`config.mk`:
```
export PLATFORM = sky130hd
export DESIGN_NAME = aoi21_share_arbiter
export DESIGN_NICKNAME = d
export VERILOG_FILES = /design/src/rtl/aoi_share_pkg.sv /design/src/rtl/rr_pick.sv /design/src/rtl/aoi21_share_arbiter.sv
export SDC_FILE = /design/constraint.sdc
export NUM_CORES = 1
export LEC_CHECK = 0
export BUFFER_PORTS_ARGS = -buffer_cell sky130_fd_sc_hd__buf_2
export CELL_PAD_IN_SITES_DETAIL_PLACEMENT = 2
export CELL_PAD_IN_SITES_GLOBAL_PLACEMENT = 2
export CORE_ASPECT_RATIO = 0.8
export CORE_MARGIN = 3
export CORE_UTILIZATION = 27
export DETAILED_ROUTE_END_ITERATION = 6
export PLACE_DENSITY_LB_ADDON = 0.1
export SETUP_SLACK_MARGIN = 0.1
export SLEW_MARGIN = 10
export SYNTH_ARGS = -nofsm -noshare
export SYNTH_HDL_FRONTEND = slang
export SYNTH_SLANG_ARGS = --single-unit
```
`constraint.sdc`:
```
create_clock -name clk -period 3.3 [get_ports clk]
set_input_delay 0.66 -clock clk [delete_from_list [all_inputs] [get_ports clk]]
set_output_delay 0.66 -clock clk [all_outputs]
set_load 0.005 [all_outputs]
```
`src/rtl/aoi_share_pkg.sv`:
```
// Shared types and helpers for the AOI21 share arbiter and its round-robin picker.
package aoi_share_pkg;

  typedef enum logic {
    EMPTY = 1'b0,
    FULL  = 1'b1
  } state_e;

  // Index width that never collapses to zero bits.
  function automatic int clog2_min1(input int n);
    return (n <= 2) ? 1 : $clog2(n);
  endfunction

endpackage

```
`src/rtl/rr_pick.sv`:
```
// Combinational round-robin picker: first asserted request at or after ptr_i, cyclically over N.
module rr_pick
  import aoi_share_pkg::*;
#(
  parameter  int N   = 4,
  localparam int IDW = clog2_min1(N)
) (
  input  logic [N-1:0]   req_i,
  input  logic [IDW-1:0] ptr_i,
  output logic [N-1:0]   gnt_o,
  output logic [IDW-1:0] idx_o,
  output logic           any_o
);

  int unsigned    j;
  logic [IDW-1:0] cand;

  always_comb begin
    gnt_o = '0;
    idx_o = '0;
    any_o = 1'b0;
    j     = 0;
    cand  = '0;
    for (int unsigned k = 0; k < N; k++) begin
      // ptr_i is always < N, so one subtraction is enough to wrap.
      j = 32'(ptr_i) + k;
      if (j >= N) j = j - N;
      cand = IDW'(j);
      if (!any_o && req_i[cand]) begin
        any_o       = 1'b1;
        gnt_o[cand] = 1'b1;
        idx_o       = cand;
      end
    end
  end

endmodule

```
`src/rtl/aoi21_share_arbiter.sv`:
```
// N requesters share one registered AOI21 stage; round-robin accept, tagged valid/ready result.
module aoi21_share_arbiter
  import aoi_share_pkg::*;
#(
  parameter  int N   = 4,
  parameter  int W   = 4,
  localparam int IDW = clog2_min1(N)
) (
  input  logic           clk,
  input  logic           rst_n,
  input  logic [N-1:0]   req,
  input  logic [N*W-1:0] a_flat,
  input  logic [N*W-1:0] b_flat,
  input  logic [N*W-1:0] c_flat,
  output logic [N-1:0]   gnt,
  output logic           out_valid,
  input  logic           out_ready,
  output logic [W-1:0]   out_y,
  output logic [IDW-1:0] out_id,
  output logic [15:0]    op_count
);

  state_e         state_q, state_d;
  logic [W-1:0]   y_q, y_d;
  logic [IDW-1:0] id_q, id_d;
  logic [IDW-1:0] ptr_q, ptr_d;
  logic [15:0]    cnt_q, cnt_d;

  logic [N-1:0]   pick_gnt;
  logic [IDW-1:0] pick_idx;
  logic           pick_any;
  logic           slot_open;
  logic           accept;
  logic [W-1:0]   a_sel, b_sel, c_sel;

  rr_pick #(.N(N)) u_pick (
    .req_i (req),
    .ptr_i (ptr_q),
    .gnt_o (pick_gnt),
    .idx_o (pick_idx),
    .any_o (pick_any)
  );

  // rst_n gates the slot so no grant is ever shown while reset is held.
  assign slot_open = rst_n && ((state_q == EMPTY) || out_ready);
  assign accept    = slot_open && pick_any;
  assign gnt       = slot_open ? pick_gnt : '0;

  assign a_sel = a_flat[pick_idx*W +: W];
  assign b_sel = b_flat[pick_idx*W +: W];
  assign c_sel = c_flat[pick_idx*W +: W];

  always_comb begin
    state_d = state_q;
    y_d     = y_q;
    id_d    = id_q;
    ptr_d   = ptr_q;
    cnt_d   = cnt_q;
    if (accept) begin
      state_d = FULL;
      y_d     = ~((a_sel & b_sel) | c_sel);
      id_d    = pick_idx;
      ptr_d   = (pick_idx == IDW'(N - 1)) ? '0 : pick_idx + 1'b1;
      cnt_d   = (cnt_q == 16'hFFFF) ? cnt_q : cnt_q + 16'd1;
    end else if ((state_q == FULL) && out_ready) begin
      state_d = EMPTY;
    end
  end

  always_ff @(posedge clk or negedge rst_n) begin
    if (!rst_n) begin
      state_q <= EMPTY;
      y_q     <= '0;
      id_q    <= '0;
      ptr_q   <= '0;
      cnt_q   <= '0;
    end else begin
      state_q <= state_d;
      y_q     <= y_d;
      id_q    <= id_d;
      ptr_q   <= ptr_d;
      cnt_q   <= cnt_d;
    end
  end

  assign out_valid = (state_q == FULL);
  assign out_y     = y_q;
  assign out_id    = id_q;
  assign op_count  = cnt_q;

endmodule

```
; Word-level counts from Yosys, hierarchy flattened
; Index checks and enable logic that the tools add are counted.
; W data, S select, Z words.
[totals]
ff_bits = 25
inputBits = 55
output_inout_bits = 27
word_cells = 91
[op_classes]
addsub = 9
n_lt_le_gt_ge = 12
eq_ne = 2
shifts = 3
muxes = 36
bitwise = 8
n_reduce_logical = 16
[op_table]
columns = op, n
row1 = $shiftx A16 B5 Y4, 3
row2 = $mux W4, 5
row3 = $mux W2, 9
row4 = $add A16 B1 Y16 const B, 1
row5 = $eq A16 B16 Y1 const B, 1
row6 = $or A4 B4 Y4, 4
row7 = $mux W1, 14
row8 = $lt A2 B3 Y1 const B, 4
row9 = $logic_and A1 B1 Y1, 10
row10 = $ge A3 B3 Y1 const B, 3
row11 = $bmux W1 S2, 4
row12 = $demux W1 S2, 4
row13 = $ge A2 B1 Y1 const B, 4
row14 = $sub A2 B1 Y2 const B, 4
row15 = $add A2 B2 Y3 const B, 2
row16 = $and A4 B4 Y4, 1
row17 = $not A4 Y4, 1
row18 = $add A2 B1 Y3 const B, 1
row19 = $ge A2 B3 Y1 const B, 1
row20 = $logic_not A1 Y1, 3
row21 = $add A2 B1 Y2 const B, 1
row22 = $eq A2 B2 Y1 const B, 1
row23 = $not A1 Y1, 2
row24 = $reduce_and A2 Y1, 1
row25 = other kinds (2), 2

; Longest topological paths before layout
; Gate-level depths: netlist (run 1).
[logic_depth]
word_depth = 18
ltp_mapped = 10

; Cells and area by module
; Synthesis (run 1) repeated with hierarchy kept, for this count alone.
[hier_totals]
cells_unflattened = 174
area_unflattened_um2 = 1771.7
[modules_own_cells]
columns = module, instances, cells_each, area_per_inst_um2
row1 = aoi21_share_arbiter, 1, 129, 1350.0
row2 = rr_pick, 1, 45, 421.7

; Worst setup path before layout (run 1)
; OpenSTA, ideal clock, no wires.
[synth_timing]
kind = register to output
startpoint = register ptr_q[0]
endpoint = output port gnt[0]
arrival_ps = 2150
required_ps = 2640
path_slack_ps = 490
path_stages_with_launch = 10
path_buffers = 2
path_cell_list = dfrtp_1 -> buf_4 -> inv_1 -> ha_1 -> mux4_2 -> nor3_2 -> and2_1 -> buf_2 -> a221oi_1 -> nor2_1
[synth_via]
elab_chain_cells = 15
[synth_lines]
columns = element, line
row1 = "start, declared", aoi21_share_arbiter.sv:26  ; logic [IDW-1:0] ptr_q, ptr_d;
row2 = "start signal, assigned", aoi21_share_arbiter.sv:81  ; ptr_q <= ptr_d;
row3 = branches (longest 13 deep; another with $add A2 B1 Y3), n/a
row4 = $mux W4 *, rr_pick.sv:29  ; if (!any_o && req_i[cand]) begin
row5 = $mux W4 *, aoi21_share_arbiter.sv:47  ; assign gnt = slot_open ? pick_gnt : '0;
row6 = "end, declared", aoi21_share_arbiter.sv:15  ; output logic [N-1:0] gnt,
; Every way passes the cells marked *. The select of a mux whose other input is x is not followed.

; Final worst setup path (run 1)
; Ends and elaborated chain as after synthesis.

==> impl_metrics.csv, run 1 <==
group,metric,value,unit
outcome,status,"finished, final reports clean",
clocking,clk_latency,0.27,ns
sta,layout_setup_ws,0.248,ns
critical_path,path_depth,8,
detailed_routing,wire_per_inst,16.5,µm
detailed_routing,ant_nets,0,
logic_synthesis,synthFlopType,"dfrtp_1",
finish,drive_gt1_frac,0.391,
sta,hold_slack,0.426,ns
die,io_pins,82,
detailed_routing,vias_per_cell,5.16,
logic_synthesis,synth_top_cell_area_share,0.349,
detailed_routing,wl,5.86,mm
clocking,clock_sinks,25,
global_routing,grt_pass1_vias,1935,
logic_synthesis,synth_area_leaders,"dfrtp_1 35%, xnor2_1 6.3%, ha_1 5.6%, mux4_2 5.0%, a21o_1 3.3%",
sta,worst_pin_slew,0.645,ns
finish,finalNonFillerCells,355,
place,placedCellCount,348,
clocking,numCtsBuffers,3,
finish,area_growth,32.2,%
logic_synthesis,ys_warn_count,0,
detailed_routing,vias,1832,
sta,tns,0,ns
sta,fmax,0.328,GHz
global_routing,grt-ovfl-total,0,
place,io_buffer_count,81,
critical_path,crit_path_frequent_cell,"nor2_1",
critical_path,path_cells,"buf_6 > mux4_2 > nor2b_2 > a22oi_1 > nor2_1 > a221oi_1 > nor2_1 > buf_2",
critical_path,cp_slowest_cell,"mux4_2",
sta,finClkSkew,0.00515,ns
clocking,clk_pin_slew,0.09,ns
die,die_w,97.1,µm
logic_synthesis,synth_top_area_cell,"dfrtp_1",
die,die_area,7670,µm²
critical_path,max_stage_delay,0.56,ns
power,p_leak,0.00115,µW
global_routing,antenna_found_initial,0,
logic_synthesis,synth_most_common_cell,"dfrtp_1",
critical_path,worst-r2r-cell-count,7,
place,hpwl,4.77,mm
global_routing,grt_pass1_wl,9.90,mm
critical_path,cp_data_arrival_time,2.39,ns
critical_path,cp-end-kind,"output pin",
clocking,cts_max_level,1,
sta,fin_crit_sh,0.925,
critical_path,cp-start-kind,"flip-flop",
logic_synthesis,synth_edf_count,0,
finish,fin_util,0.385,
place,gp_congestion,0.792,
critical_path,cp_max_fo,15,
die,core_area,6160,µm²
place,post-place-ws,0.291,ns
logic_synthesis,synth-seq-cells,25,
detailed_routing,first_iter_violations,47,
run,maxCapViolations,0,
finish,diodes,0,
logic_synthesis,yosys-top-cells-count,"25 x dfrtp_1, 15 x nand2_1, 13 x xnor2_1, 11 x a21oi_1, 10 x nor2_1",
detailed_routing,drc_errors,0,
die,initial_utilization,0.291,
sta,rsz0062_at_grt,"no",
min_path,hold_path_class,"in -> async",
logic_synthesis,async_reset_ff_frac,1.00,
logic_synthesis,syn_inst,189,
power,vdd_ir_drop_max,230,µV
critical_path,critical-path-top-delay-family,"multiplexers",
finish,finalNetCount,338,
critical_path,crit_buf_inv,2,
sta,setup_viol,0,
sta,period_needed,3.05,ns
die,row_count,25,
clocking,cts-root-buf,"clkbuf_8",
sta,final_hold_viol_count,0,
logic_synthesis,synth.distinct_cells,47,
sta,timing.slew.headroom,0.566,
critical_path,required,2.64,ns
global_routing,grtUsageTotal,0.156,
power,power_density,726,nW/µm²
logic_synthesis,syn_nets,252,
clocking,cts.path.max_buffers,2,
critical_path,crit_type,"reg -> out",
global_routing,grt_max_degree,28,
die,die_h,78.9,µm
clocking,cts_tree,"yes",
logic_synthesis,syn_avg_cell_area,9.49,µm²
sta,maxSlewViolCount,0,
detailed_routing,drt-pass1-iter-count,4,
logic_synthesis,synth.cell_area,1790,µm²
logic_synthesis,ys_seq_area_frac,0.349,
-- cell type report --
| class | count | area [µm²] |
|---|---|---|
| timing repair buffer | 87 | 454 |
| inverter | 6 | 22.5 |
| clock buffer | 3 | 41.3 |
| sequential | 25 | 626 |
| clock inverter | 1 | 5.00 |
| fill | 733 | 3790 |
| multi-input combinational | 152 | 1120 |
| tap | 81 | 101 |
-- per-layer routing --
metal  share of wire  GRT usage  routed length (µm)
met1            0.50      0.219                2930
met4               0     0.0168                   0
met2            0.44      0.255                2560
met3           0.062     0.0369                 366
met5               0          0                   0
-- registers in the layout (all words and copies together) (netlist names) --
signal,flops
op_count,16
out_id,2
out_valid,1
out_y,4
ptr_q,2
-- worst paths after layout --
check / from / to / slack [ns]
max: ptr_q[0] / gnt[0] / 0.25
min: rst_n / op_count[15] / 0.43
max reg2reg: ptr_q[0] / out_y[3] / 0.86
min reg2reg: op_count[13] / op_count[13] / 0.49
max in group asynchronous: rst_n / op_count[10] / 2.62
min in group clk: op_count[13] / op_count[13] / 0.49
-- placed cells by master (no fill, tap or decap), types with 3 or more instances in the layout --
master	count
buf_2	81
dfrtp_1	25
nand2_1	15
xnor2_1	13
a21oi_1	11
nor2_1	10
a21o_1	8
nand3_1	7
a31oi_1	7
ha_1	7
nand4_1	6
a211oi_1	6
inv_1	5
buf_4	5
mux4_2	4
a22oi_1	4
a221oi_1	4
and3_1	4
nand2b_1	3
xor2_1	3
mux2_2	3
nor2b_1	3
o221ai_1	3
and2b_1	3
clkbuf_8	3
-- report_power, final --
group / internal, µW / total [µW] / leakage [µW] / switching, µW
clock: 84.4 / 182 / 0.0000255 / 97.6
sequential: 390 / 468 / 0.000311 / 77.9
combinational: 498 / 1070 / 0.000811 / 574
total: 972 / 1720 / 0.00115 / 749
-- cell families after synthesis --
logic type | count (synthesis) | share of synthesized area
simple gates | 64 | 0.190
compound gates | 55 | 0.213
mux | 9 | 0.0802
xor+xnor | 16 | 0.0781
fa+ha+maj | 8 | 0.0558
buf+inv | 12 | 0.0335
flops | 25 | 0.349
-- per-stage QoR --
stage | instance area, µm² | power [µW]
floorplan | 1790 | 1160
global placement | 2290 | 1440
detailed placement | 2290 | 1480
CTS | 2350 | 1710
global route | 2370 | 1900
finish | 2370 | 1720
-- repair_timing --
item | CTS | global route
hold buffers | 0 | 0
endpoints found under the setup margin | 1 | 4
pin swaps | 0 | 0
setup buffers | 3 | 0
gates resized for setup | 0 | 5
Note: power is estimated with default switching activity, not from simulation.
==> run 2, diff against run 1 <==
ABC_AREA = 1   (was default)
CORE_UTILIZATION = 25   (was 27)
==> impl_metrics.csv, run 2 <==
group,metric,value,unit
global_routing,grt_pass1_wl,11.8,mm
run,maxCapViolations,0,
sta,period_needed,2.98,ns
critical_path,cp_data_arrival_time,2.32,ns
finish,diodes,0,
finish,area_growth,29.8,%
place,io_buffer_count,81,
sta,fmax,0.336,GHz
clocking,cts_tree,"yes",
die,die_area,9220,µm²
power,vdd_ir_drop_max,217,µV
critical_path,r2r-end,"op_count[3]",
sta,setup_viol,0,
critical_path,reg2reg_from,"ptr_q[0]",
finish,largest_register_ffs,16,
die,core_area,7640,µm²
clocking,cts-root-buf,"clkbuf_8",
clocking,clk_latency,0.27,ns
logic_synthesis,synth.distinct_cells,29,
finish,mostFrequentLayoutCells,"97 x nand2_1, 81 x buf_2, 31 x nand3_1",
global_routing,grtUsageTotal,0.158,
critical_path,crit_end,"gnt[2]",
logic_synthesis,synth_area_leaders,"dfrtp_1 31%, nand2_1 18%, nand3_1 7.7%, inv_1 5.2%, ha_1 4.9%",
logic_synthesis,syn_inst,287,
logic_synthesis,syn_avg_cell_area,7.05,µm²
critical_path,worst-r2r-cell-count,12,
place,post-place-ws,0.358,ns
critical_path,cp-start-kind,"flip-flop",
logic_synthesis,synth_edf_count,0,
power,power_density,783,nW/µm²
logic_synthesis,synth-seq-cells,25,
place,place_area,2530,µm²
global_routing,grt_pass1_vias,2425,
detailed_routing,first_iter_violations,62,
finish,finalNonFillerCells,480,
sta,layout_setup_ws,0.323,ns
critical_path,cp-end-kind,"output pin",
outcome,status,"finished, final reports clean",
logic_synthesis,async_reset_ff_frac,1.00,
logic_synthesis,yosys-top-cells-count,"97 x nand2_1, 31 x nand3_1, 28 x inv_1, 25 x dfrtp_1, 19 x a21oi_1",
critical_path,worstSetupStartpoint,"ptr_q[0]",
place,hpwl,5.83,mm
detailed_routing,vias_per_cell,4.64,
die,die_h,86.5,µm
logic_synthesis,synthFlopType,"dfrtp_1",
sta,worst_pin_slew,0.435,ns
sta,finClkSkew,0.00936,ns
place,placedCellCount,470,
clocking,numCtsBuffers,3,
die,die_w,107,µm
critical_path,required,2.64,ns
logic_synthesis,synth_top_cell_area_share,0.309,
logic_synthesis,syn_nets,350,
sta,final_hold_viol_count,0,
detailed_routing,ant_nets,0,
logic_synthesis,synth_top_area_cell,"dfrtp_1",
finish,final_common_cell,"nand2_1",
logic_synthesis,ys_seq_area_frac,0.309,
detailed_routing,drt-pass1-iter-count,4,
clocking,clock_sinks,25,
sta,maxSlewViolCount,0,
critical_path,cp_max_fo,11,
detailed_routing,drc_errors,0,
clocking,cts.path.max_buffers,2,
min_path,hold_path_class,"in -> async",
detailed_routing,wire_per_inst,14.9,µm
sta,rsz0062_at_grt,"no",
clocking,cts_max_level,1,
finish,finalNetCount,439,
global_routing,grt-ovfl-total,0,
finish,drive_gt1_frac,0.320,
logic_synthesis,ys_warn_count,0,
finish,final_cell_area,2630,µm²
logic_synthesis,synth_most_common_cell,"nand2_1",
die,initial_utilization,0.265,
place,gp_congestion,0.807,
clocking,clk_pin_slew,0.10,ns
sta,fin_crit_sh,0.902,
sta,tns,0,ns
logic_synthesis,synth.cell_area,2020,µm²
critical_path,crit_type,"reg -> out",
global_routing,grt_max_degree,26,
power,p_leak,0.00141,µW
die,row_count,28,
global_routing,antenna_found_initial,0,
sta,timing.slew.headroom,0.708,
critical_path,regToRegSetupSlack,0.93,ns
detailed_routing,vias,2229,
detailed_routing,wl,7.15,mm
die,io_pins,82,
## run 2: logic make-up (layout without fill, tap and decap cells)
family	after synthesis	in the layout	share of synthesized area
fa+ha+maj	8	8	0.0494
buf+inv	36	124	0.0847
compound gates	37	37	0.111
simple gates	168	168	0.390
flops	25	25	0.309
xor+xnor	13	13	0.0562
## run 2: worst min path at each step
stage                         start      endpoint  slack, ns  cells past startpoint
after floorplan               rst_n   op_count[0]       0.36                      0
after global placement    out_id[1]     out_id[1]       0.47                      2
after detailed placement  out_id[1]     out_id[1]       0.48                      2
after CTS                     rst_n  op_count[14]       0.39                      2
after global routing          rst_n   op_count[8]       0.42                      2
final                         rst_n      out_y[3]       0.40                      2
## run 2: layout make-up
type	instances	area, µm²
Fill cell	972	5010
Multi-Input combinational cell	226	1230
Sequential cell	25	628
Timing Repair Buffer	88	458
Inverter	32	136
Tap cell	105	131
Clock buffer	3	41.3
Clock inverter	1	5.00
## run 2: metal layers
layer,part of all wire,track usage
met1,0.49,0.217
met2,0.47,0.266
met3,0.034,0.0283
met4,0.0077,0.0244
met5,0,0
## run 2: where the power goes
| part | internal [µW] | total (µW) | switching, µW | leakage, µW |
|---|---|---|---|---|
| Combinational | 486 | 1360 | 877 | 0.00106 |
| Clock | 84.6 | 188 | 103 | 0.0000255 |
| Sequential | 399 | 508 | 109 | 0.000322 |
| Total | 970 | 2060 | 1090 | 0.00141 |
## run 2: critical path, stage by stage (launching register included)
cell,delay (ns)
dfrtp_2,0.52
inv_6,0.10
ha_1,0.38
inv_1,0.12
nand3_1,0.09
nand2_2,0.16
nand4_2,0.21
o221ai_1,0.23
nand2_1,0.08
inv_1,0.05
buf_2,0.10
## run 2: timing repair
action / CTS / global route
endpoints found under the setup margin: 4 / 4
cloned: 0 / 0
buffers inserted: 0 / 6
hold buffers: 0 / 0
gates resized for setup: 1 / 2
## run 2: through the flow
step	hold slack (ns)	power (µW)	utilization
6_report	0.395	2060	0.344
3_3_place_gp	0.467	1790	0.331
4_1_cts	0.390	2030	0.337
2_1_floorplan	0.364	1430	-
3_5_place_dp	0.478	1830	0.331
5_1_grt	0.418	2310	0.344
